`config.mk`:
```
export PLATFORM = sky130hd
export DESIGN_NAME = mem_port_arbiter_flat
export DESIGN_NICKNAME = d
export VERILOG_FILES = /design/src/rtl/mem_port_arbiter_if.sv /design/src/rtl/mem_port_arbiter.sv /design/src/flat_wrapper.sv
export SDC_FILE = /design/constraint.sdc
export NUM_CORES = 1
export LEC_CHECK = 0
export ABC_AREA = 1
export ABC_CLOCK_PERIOD_IN_PS = 800
export BUFFER_PORTS_ARGS = -buffer_cell sky130_fd_sc_hd__buf_2
export CAP_MARGIN = 40
export CORE_AREA = 2 2 107 109
export DETAILED_ROUTE_END_ITERATION = 10
export DIE_AREA = 0 0 109 111
export SLEW_MARGIN = 15
export SYNTH_ARGS = -nofsm -noshare
export SYNTH_HDL_FRONTEND = slang
export SYNTH_SLANG_ARGS = --single-unit
```
`constraint.sdc`:
```
create_clock -name clk -period 0.8 [get_ports clk]
set_input_delay 0.08 -clock clk [delete_from_list [all_inputs] [get_ports clk]]
set_output_delay 0.08 -clock clk [all_outputs]
set_load 0.02 [all_outputs]
```
`src/rtl/mem_port_arbiter_if.sv`:
```
// Bus bundle for mem_port_arbiter: instruction port, data port and SRAM port.
// The master modport is the environment (requesters plus the SRAM);
// the slave modport is the arbiter itself.
interface mem_port_arbiter_if;
    logic        inst_req;
    logic [31:0] inst_addr;
    logic        inst_addr_ok;
    logic        inst_data_ok;
    logic [31:0] inst_rdata;

    logic        data_req;
    logic        data_wr;
    logic [3:0]  data_wstrb;
    logic [31:0] data_addr;
    logic [31:0] data_wdata;
    logic        data_addr_ok;
    logic        data_data_ok;
    logic [31:0] data_rdata;

    logic        sram_en;
    logic [3:0]  sram_we;
    logic [31:0] sram_addr;
    logic [31:0] sram_wdata;
    logic [31:0] sram_rdata;

    modport master (
        output inst_req, inst_addr,
        input  inst_addr_ok, inst_data_ok, inst_rdata,
        output data_req, data_wr, data_wstrb, data_addr, data_wdata,
        input  data_addr_ok, data_data_ok, data_rdata,
        input  sram_en, sram_we, sram_addr, sram_wdata,
        output sram_rdata
    );

    modport slave (
        input  inst_req, inst_addr,
        output inst_addr_ok, inst_data_ok, inst_rdata,
        input  data_req, data_wr, data_wstrb, data_addr, data_wdata,
        output data_addr_ok, data_data_ok, data_rdata,
        output sram_en, sram_we, sram_addr, sram_wdata,
        input  sram_rdata
    );
endinterface

```
`src/rtl/mem_port_arbiter.sv`:
```
// mem_port_arbiter: shares one single-cycle SRAM between an instruction
// fetch port and a data load/store port. One request is accepted per cycle
// and its response returns exactly one cycle later, with no back-pressure.
// Default policy: data always wins over inst.
// Optional macro MEM_PORT_ARB_RR_EN: alternate on simultaneous requests,
// using a 1-bit last_grant register (reset to inst, so data wins first).
module mem_port_arbiter (
    input  logic                 clk,
    input  logic                 reset,
    mem_port_arbiter_if.slave    bus
);

    logic grant_inst;
    logic grant_data;
    logic grant_any;
    logic resp_valid;
    logic resp_owner;

`ifdef MEM_PORT_ARB_RR_EN
    logic last_grant;
`endif

    // Pick at most one requester this cycle; nothing is granted during reset.
    always_comb begin
        grant_inst = 1'b0;
        grant_data = 1'b0;
        if (!reset) begin
`ifdef MEM_PORT_ARB_RR_EN
            if (bus.data_req && bus.inst_req) begin
                grant_data = !last_grant;
                grant_inst = last_grant;
            end else begin
                grant_data = bus.data_req;
                grant_inst = bus.inst_req;
            end
`else
            grant_data = bus.data_req;
            grant_inst = bus.inst_req && !bus.data_req;
`endif
        end
    end

    assign grant_any = grant_inst || grant_data;

    // Steer the granted request onto the SRAM in the same cycle; idle bus is all zero.
    always_comb begin
        bus.sram_en    = 1'b0;
        bus.sram_we    = 4'b0000;
        bus.sram_addr  = 32'h0;
        bus.sram_wdata = bus.data_wdata;
        if (grant_data) begin
            bus.sram_en   = 1'b1;
            bus.sram_addr = bus.data_addr;
            bus.sram_we   = bus.data_wr ? bus.data_wstrb : 4'b0000;
        end else if (grant_inst) begin
            bus.sram_en   = 1'b1;
            bus.sram_addr = bus.inst_addr;
        end
    end

    // Remember who was granted so the response is routed one cycle later.
    always_ff @(posedge clk) begin
        if (reset) begin
            resp_valid <= 1'b0;
            resp_owner <= 1'b0;
        end else begin
            resp_valid <= grant_any;
            resp_owner <= grant_data;
        end
    end

`ifdef MEM_PORT_ARB_RR_EN
    // Track the most recent winner; only an actual grant moves the pointer.
    always_ff @(posedge clk) begin
        if (reset) begin
            last_grant <= 1'b0;
        end else if (grant_any) begin
            last_grant <= grant_data;
        end
    end
`endif

    // Handshake outputs. data_ok is masked during reset so a response owed
    // from the cycle before reset never shows up.
    assign bus.inst_addr_ok = grant_inst;
    assign bus.data_addr_ok = grant_data;
    assign bus.inst_data_ok = !reset && resp_valid && !resp_owner;
    assign bus.data_data_ok = !reset && resp_valid && resp_owner;
    assign bus.inst_rdata   = bus.sram_rdata;
    assign bus.data_rdata   = bus.sram_rdata;

endmodule

```
`src/flat_wrapper.sv`:
```
// flat-port wrapper written by rule: the top's interface ports become plain ports
module mem_port_arbiter_flat 
  (clk, reset, bus_inst_req, bus_inst_addr, bus_inst_addr_ok, bus_inst_data_ok, bus_inst_rdata, bus_data_req, bus_data_wr, bus_data_wstrb, bus_data_addr, bus_data_wdata, bus_data_addr_ok, bus_data_data_ok, bus_data_rdata, bus_sram_en, bus_sram_we, bus_sram_addr, bus_sram_wdata, bus_sram_rdata);
  mem_port_arbiter_if bus_i ();
  input  logic clk;
  input  logic reset;
  input wire logic [$bits(bus_i.inst_req)-1:0] bus_inst_req;
  input wire logic [$bits(bus_i.inst_addr)-1:0] bus_inst_addr;
  output wire logic [$bits(bus_i.inst_addr_ok)-1:0] bus_inst_addr_ok;
  output wire logic [$bits(bus_i.inst_data_ok)-1:0] bus_inst_data_ok;
  output wire logic [$bits(bus_i.inst_rdata)-1:0] bus_inst_rdata;
  input wire logic [$bits(bus_i.data_req)-1:0] bus_data_req;
  input wire logic [$bits(bus_i.data_wr)-1:0] bus_data_wr;
  input wire logic [$bits(bus_i.data_wstrb)-1:0] bus_data_wstrb;
  input wire logic [$bits(bus_i.data_addr)-1:0] bus_data_addr;
  input wire logic [$bits(bus_i.data_wdata)-1:0] bus_data_wdata;
  output wire logic [$bits(bus_i.data_addr_ok)-1:0] bus_data_addr_ok;
  output wire logic [$bits(bus_i.data_data_ok)-1:0] bus_data_data_ok;
  output wire logic [$bits(bus_i.data_rdata)-1:0] bus_data_rdata;
  output wire logic [$bits(bus_i.sram_en)-1:0] bus_sram_en;
  output wire logic [$bits(bus_i.sram_we)-1:0] bus_sram_we;
  output wire logic [$bits(bus_i.sram_addr)-1:0] bus_sram_addr;
  output wire logic [$bits(bus_i.sram_wdata)-1:0] bus_sram_wdata;
  input wire logic [$bits(bus_i.sram_rdata)-1:0] bus_sram_rdata;
  assign bus_i.inst_req = bus_inst_req;
  assign bus_i.inst_addr = bus_inst_addr;
  assign bus_inst_addr_ok = bus_i.inst_addr_ok;
  assign bus_inst_data_ok = bus_i.inst_data_ok;
  assign bus_inst_rdata = bus_i.inst_rdata;
  assign bus_i.data_req = bus_data_req;
  assign bus_i.data_wr = bus_data_wr;
  assign bus_i.data_wstrb = bus_data_wstrb;
  assign bus_i.data_addr = bus_data_addr;
  assign bus_i.data_wdata = bus_data_wdata;
  assign bus_data_addr_ok = bus_i.data_addr_ok;
  assign bus_data_data_ok = bus_i.data_data_ok;
  assign bus_data_rdata = bus_i.data_rdata;
  assign bus_sram_en = bus_i.sram_en;
  assign bus_sram_we = bus_i.sram_we;
  assign bus_sram_addr = bus_i.sram_addr;
  assign bus_sram_wdata = bus_i.sram_wdata;
  assign bus_i.sram_rdata = bus_sram_rdata;
  mem_port_arbiter u_core (.clk(clk), .reset(reset), .bus(bus_i));
endmodule
```
==> results of run 1 <==
[worst max path at each step]
stage | start | cells after the start | to | slack (ps)
2_1_floorplan | bus_data_req | 4 | bus_sram_we[0] | 20
3_3_place_gp | bus_data_req | 7 | bus_sram_addr[26] | -210
3_5_place_dp | bus_data_req | 7 | bus_sram_addr[26] | -210
4_1_cts | bus_data_req | 9 | bus_sram_addr[29] | -200
5_1_grt | reset | 6 | bus_sram_addr[30] | -180
6_report | reset | 7 | bus_sram_addr[29] | -140
[power groups by stage]
stage          clock (mW)  combinational (mW)  sequential (mW)
2_1_floorplan           0                1.07            0.110
3_3_place_gp            0               0.791            0.111
3_5_place_dp            0               0.790            0.111
4_1_cts             0.761                1.02            0.110
5_1_grt             0.779                1.12            0.110
6_report            0.754                1.03            0.110
[layout make-up]
cell class | instances | area (um2) | area share
tap | 143 | 179 | 0.0899
clock buffer | 3 | 75.1 | 0.0377
sequential | 2 | 41.3 | 0.0208
inverter | 4 | 22.5 | 0.0113
timing repair buffer | 131 | 1060 | 0.535
multi-input combinational | 113 | 607 | 0.305
[cells by family after synthesis]
logic type | Yosys count | share of synthesized area
buffers and inverters | 113 | 0.598
DFF | 2 | 0.0292
and+or+nand+nor | 113 | 0.373
[per-stage QoR]
| step | setup slack (ps) | cell area [um2] |
|---|---|---|
| 2_1_floorplan | 21.0 | 1370 |
| 3_3_place_gp | -206 | 1500 |
| 3_5_place_dp | -213 | 1500 |
| 4_1_cts | -205 | 1950 |
| 5_1_grt | -180 | 1990 |
| 6_report | -137 | 1990 |
[layout by cell type (no fill, tap or decap)]
| cell | netlist | layout |
|---|---|---|
| sky130_fd_sc_hd__buf_2 | 10 | 70 |
| sky130_fd_sc_hd__nand2_1 | 72 | 52 |
| sky130_fd_sc_hd__nand4_1 | 32 | 32 |
| sky130_fd_sc_hd__buf_6 | 3 | 23 |
| sky130_fd_sc_hd__buf_4 | 96 | 23 |
| sky130_fd_sc_hd__nand2_2 | 0 | 13 |
| sky130_fd_sc_hd__buf_12 | 0 | 9 |
| sky130_fd_sc_hd__nand2_4 | 0 | 7 |
| sky130_fd_sc_hd__nor2_1 | 8 | 6 |
| sky130_fd_sc_hd__buf_8 | 0 | 5 |
| sky130_fd_sc_hd__clkbuf_16 | 0 | 3 |
| sky130_fd_sc_hd__inv_2 | 2 | 2 |
| sky130_fd_sc_hd__nor2_4 | 1 | 2 |
| sky130_fd_sc_hd__inv_8 | 0 | 1 |
| sky130_fd_sc_hd__inv_1 | 2 | 1 |
| sky130_fd_sc_hd__nor2_2 | 0 | 1 |
| sky130_fd_sc_hd__buf_16 | 0 | 1 |
| sky130_fd_sc_hd__dfxtp_2 | 0 | 1 |
| sky130_fd_sc_hd__dfxtp_1 | 2 | 1 |
[critical path, cell delays in order]
cell and delay, ps:
sky130_fd_sc_hd__buf_8 100, sky130_fd_sc_hd__nor2_4 170, sky130_fd_sc_hd__buf_12 140, sky130_fd_sc_hd__buf_12 130
sky130_fd_sc_hd__nand2_2 50, sky130_fd_sc_hd__nand2_2 50, sky130_fd_sc_hd__buf_6 110
[repair_timing]
action / CTS / global route
setup endpoints to repair: 41 / 41
pin swaps: 9 / 4
buffers inserted: 6 / 1
gates cloned: 2 / 0
resized for setup: 86 / 27
[synthesized netlist by cell type]
library cell	count	share of area
sky130_fd_sc_hd__buf_4	96	0.53
sky130_fd_sc_hd__nand2_1	72	0.20
sky130_fd_sc_hd__nand4_1	32	0.15
sky130_fd_sc_hd__buf_2	10	0.036
sky130_fd_sc_hd__nor2_1	8	0.022
sky130_fd_sc_hd__buf_6	3	0.025
sky130_fd_sc_hd__dfxtp_1	2	0.029
sky130_fd_sc_hd__inv_1	2	0.0055
sky130_fd_sc_hd__inv_2	2	0.0055
sky130_fd_sc_hd__nor2_4	1	0.0082
[routing by layer]
metal | up-vias | GRT usage | part of all wire
met4 | 0 | 0.0564 | 0.068
met2 | 100 | 0.158 | 0.54
li1 | 690 | - | -
met5 | - | 0 | 0
met1 | 607 | 0.0633 | 0.29
met3 | 44 | 0.0153 | 0.098
[flip-flops by register name (all words and copies together) (netlist names)]
name and flops:
u_core.resp_owner 1, u_core.resp_valid 1
==> flow_summary.json, run 1 <==
{
  "status": "finished, violations left",
  "failed_checks": "negative setup slack",
  "post-route-min-period_ps": 937,
  "power.switching_fraction": 0.333,
  "power.share.clock": 0.397,
  "vias": 1441,
  "drt_drc_violations_left": 0,
  "min_delay_worst_endpoint": "u_core.resp_owner$_SDFF_PP0_",
  "fin_nets": 392,
  "placed_cells": 387,
  "cp-end-kind": "output port",
  "wl_per_cell_um": 13.0,
  "grt_max_degree": 21,
  "worstHoldPathType": "primary input to flop",
  "gp_congestion": 0.750,
  "die_span_in_x_um": 109,
  "port_buffers": 113,
  "path_max_fanout": 5,
  "viasPerCell": 3.64,
  "final_util": 0.180,
  "final_max_slew_viol_count": 0,
  "switching_power_uw": 632,
  "cts_root_buf": "sky130_fd_sc_hd__clkbuf_16",
  "cts_tree": "built",
  "floorplan.core_area_mm2": 0.0111,
  "clk_pin_slew_ps": 30,
  "cts_inserted_buffers": 3,
  "routed_wirelength_mm": 5.16,
  "cp_data_required_time_ps": 720,
  "worst_slew_pin_slew_ps": 175,
  "p_int_mw": 1.27,
  "power.share.sequential": 0.058,
  "synth_cell_types": 10,
  "ys_warn_count": 0,
  "final_antenna_net_count": 0,
  "ys_ff_latch": 2,
  "cts.htree.levels": 1,
  "antennaDiodeCount": 0,
  "filler_cell_count": 1252,
  "finalSetupViolCount": 41,
  "comb_power_share": 0.545,
  "design.die.area_mm2": 0.0121,
  "iteration_0_drc_markers": 35,
  "syn-num-nets": 365,
  "wire_length_of_the_first_global_routing_pass_mm": 7.18,
  "synth.avg_cell_area_um2": 6.01,
  "maxClockFrequency_mhz": 1070,
  "antenna_found_initial": 0,
  "report.final.hold_viol_count": 0,
  "proportion_of_layout_cells_with_a_drive_suffix_above_1": 0.636,
  "max_cap_violations": 0,
  "detail_route.first_pass.iterations": 2,
  "cts-root-to-sink-buffers": 2,
  "io_pins": 274,
  "powerDensity_mw_per_mm2": 955,
  "start_util": 0.124,
  "cts_hold_buf": 0,
  "grt_overflow": 0,
  "rsz0062_at_grt": "true",
  "netlist_instances": 228,
  "worst_hold_path.num_cells": 2,
  "fp.dieH_um": 111,
  "layout.cells.non_filler": 396,
  "mapped_cell_area_mm2": 0.00137,
  "holdCritStartpoint": "reset",
  "post-layout-total-power_mw": 1.90,
  "first_global_vias": 1469,
  "finalCritPeriodShare": 1.17,
  "max-vdd-ir-drop_v": 0.000612,
  "clock-sinks": 2,
  "fin_tns_setup_ps": -3890,
  "cp_data_arrival_time_ps": 860,
  "dp_hpwl_mm": 3.77,
  "static-leakage-power_nw": 1.09,
  "global_route.usage.total": 0.0782,
  "timing.setup.critical_path_class": "primary input to output port",
  "num_rows": 39,
  "timing.max_slew.rel_slack": 0.883,
  "whs_ps": 25.6,
  "critPathLaunchType": "primary input",
  "postLayoutSetupSlackWorst_ps": -137,
  "ys_seq_area_frac": 0.0292,
  "synthToLayoutAreaGrowth_pct": 45.1
}
Power figures use the tool's default switching activity.
==> inputs of run 2 (changes only) <==
==> constraint.sdc (replaced) <==
create_clock -name clk -period 0.8 [get_ports clk]
set_input_delay 0.2 -clock clk [delete_from_list [all_inputs] [get_ports clk]]
set_output_delay 0.2 -clock clk [all_outputs]
set_load 0.02 [all_outputs]
==> flow_summary.json, run 2 (synthesis results as in run 1) <==
{
  "status": "finished, violations left",
  "failed_checks": "negative setup slack",
  "holdCritStartpoint": "reset",
  "dpl_worst_slack_ps": -486,
  "final_antenna_net_count": 0,
  "cp_data_required_time_ps": 600,
  "floorplan.core_area_mm2": 0.0111,
  "cp_num_cells": 7,
  "cpPeakStageDelay_ps": 160,
  "first_global_vias": 1491,
  "dp_hpwl_mm": 3.64,
  "critical_path_cell_sequence": "buf_8, nor2_4, buf_6, buf_16, nand2_4, nand2_2, buf_6",
  "worst_path_max_delay_cell": "sky130_fd_sc_hd__buf_6",
  "synthToLayoutAreaGrowth_pct": 73.5,
  "finalSetupViolCount": 41,
  "wire_length_of_the_first_global_routing_pass_mm": 7.84,
  "cts-root-to-sink-buffers": 2,
  "postLayoutSetupSlackWorst_ps": -406,
  "die_span_in_x_um": 109,
  "cts_tree": "built",
  "iteration_0_drc_markers": 20,
  "design.die.area_mm2": 0.0121,
  "fin_tns_setup_ps": -14530,
  "setup.worst_path.start": "reset",
  "path_max_fanout": 8,
  "antennaDiodeCount": 0,
  "port_buffers": 113,
  "finalCritPeriodShare": 1.51,
  "crit_buf_inv": 4,
  "grt_max_degree": 18,
  "maxClockFrequency_mhz": 829,
  "layout.cells.non_filler": 398,
  "cts_inserted_buffers": 3,
  "max_cap_violations": 0,
  "start_util": 0.124,
  "worst_slew_pin_slew_ps": 201,
  "antenna_found_initial": 0,
  "reg.largest.list": "u_core.resp_owner: 1 flops, u_core.resp_valid: 1 flops",
  "whs_ps": 166,
  "clock-sinks": 2,
  "mostFrequentLayoutCell": "sky130_fd_sc_hd__buf_2",
  "cts_root_buf": "sky130_fd_sc_hd__clkbuf_16",
  "cts.htree.levels": 1,
  "drt_drc_violations_left": 0,
  "io_pins": 274,
  "worstHoldPathType": "primary input to flop",
  "timing.max_slew.rel_slack": 0.866,
  "critPathLaunchType": "primary input",
  "cp_data_arrival_time_ps": 1010,
  "fp.dieH_um": 111,
  "fin_nets": 394,
  "critical-path-top-delay-family": "buffers and inverters",
  "layout_common_cells": "70 x sky130_fd_sc_hd__buf_2, 43 x sky130_fd_sc_hd__buf_6, 39 x sky130_fd_sc_hd__nand2_2",
  "wl_per_cell_um": 14.4,
  "num_rows": 39,
  "cp-end-kind": "output port",
  "final_util": 0.215,
  "powerDensity_mw_per_mm2": 895,
  "max-vdd-ir-drop_v": 0.00159,
  "viasPerCell": 3.71,
  "proportion_of_layout_cells_with_a_drive_suffix_above_1": 0.824,
  "static-leakage-power_nw": 1.22,
  "routed_wirelength_mm": 5.74,
  "report.final.hold_viol_count": 0,
  "clk_pin_slew_ps": 30,
  "critical_path.most_common_cell": "sky130_fd_sc_hd__buf_6",
  "cts_hold_buf": 0,
  "global_route.usage.total": 0.0826,
  "gp_congestion": 0.739,
  "post-route-min-period_ps": 1210,
  "final_max_slew_viol_count": 0,
  "worst_hold_path.num_cells": 2,
  "vias": 1477,
  "timing.setup.critical_path_class": "primary input to output port",
  "rsz0062_at_grt": "true",
  "placed_cells": 384,
  "grt_overflow": 0,
  "detail_route.first_pass.iterations": 4
}
-- run 2: cell types whose count changed in the layout (fill, tap and decap cells not counted), moves of 2 or more --
| cell | previous run | this run |
|---|---|---|
| sky130_fd_sc_hd__nor2_1 | 6 | 1 |
| sky130_fd_sc_hd__nand2_1 | 52 | 11 |
| sky130_fd_sc_hd__nor2_4 | 2 | 7 |
| sky130_fd_sc_hd__nand2_2 | 13 | 39 |
| sky130_fd_sc_hd__buf_6 | 23 | 43 |
| sky130_fd_sc_hd__buf_4 | 23 | 3 |
| sky130_fd_sc_hd__buf_8 | 5 | 3 |
| sky130_fd_sc_hd__inv_2 | 2 | 0 |
| sky130_fd_sc_hd__clkbuf_16 | 3 | 8 |
| sky130_fd_sc_hd__nand2_4 | 7 | 21 |
-- run 2: cell type report --
| type | instances | area [um2] |
|---|---|---|
| clock buffer | 3 | 75.1 |
| inverter | 4 | 37.5 |
| fill | 1211 | 8700 |
| multi-input combinational | 113 | 831 |
| sequential | 2 | 42.5 |
| timing repair buffer | 133 | 1210 |
| tap | 143 | 179 |
-- run 2: path summary, 6_finish.rpt --
check	endpoint	slack, ps
hold / removal	u_core.resp_owner$_SDFF_PP0_	170
setup / recovery	bus_sram_addr[23]	-410
-- run 2: what timing repair did --
action	in CTS	in global routing
gates cloned	2	5
endpoints found under the setup margin	41	41
gates resized for setup	126	20
endpoints found under the hold margin	0	0
pin swaps	3	11
buffers inserted	4	2
-- run 2: report_power, final --
part	total (mW)	internal, mW	leakage [nW]	switching (mW)
Clock	0.758	0.637	0.0370	0.122
Combinational	1.26	0.630	1.17	0.627
Sequential	0.114	0.109	0.0171	0.00506
-- run 2: metal layers --
layer  routed length, um  up-vias  part of all wire  GRT usage
li1                    -      698                 -          -
met1                2300      661              0.40      0.102
met2                2780       75              0.48      0.136
met3                 447       43             0.078     0.0141
met4                 202        0             0.035     0.0410
met5                   0        -                 0          0
-- run 2: through the flow --
step	total power [mW]	area, um2
3_5_place_dp	0.977	1650
2_1_floorplan	1.27	1570
4_1_cts	2.05	2220
6_report	2.13	2380
5_1_grt	2.23	2380
3_3_place_gp	0.975	1650
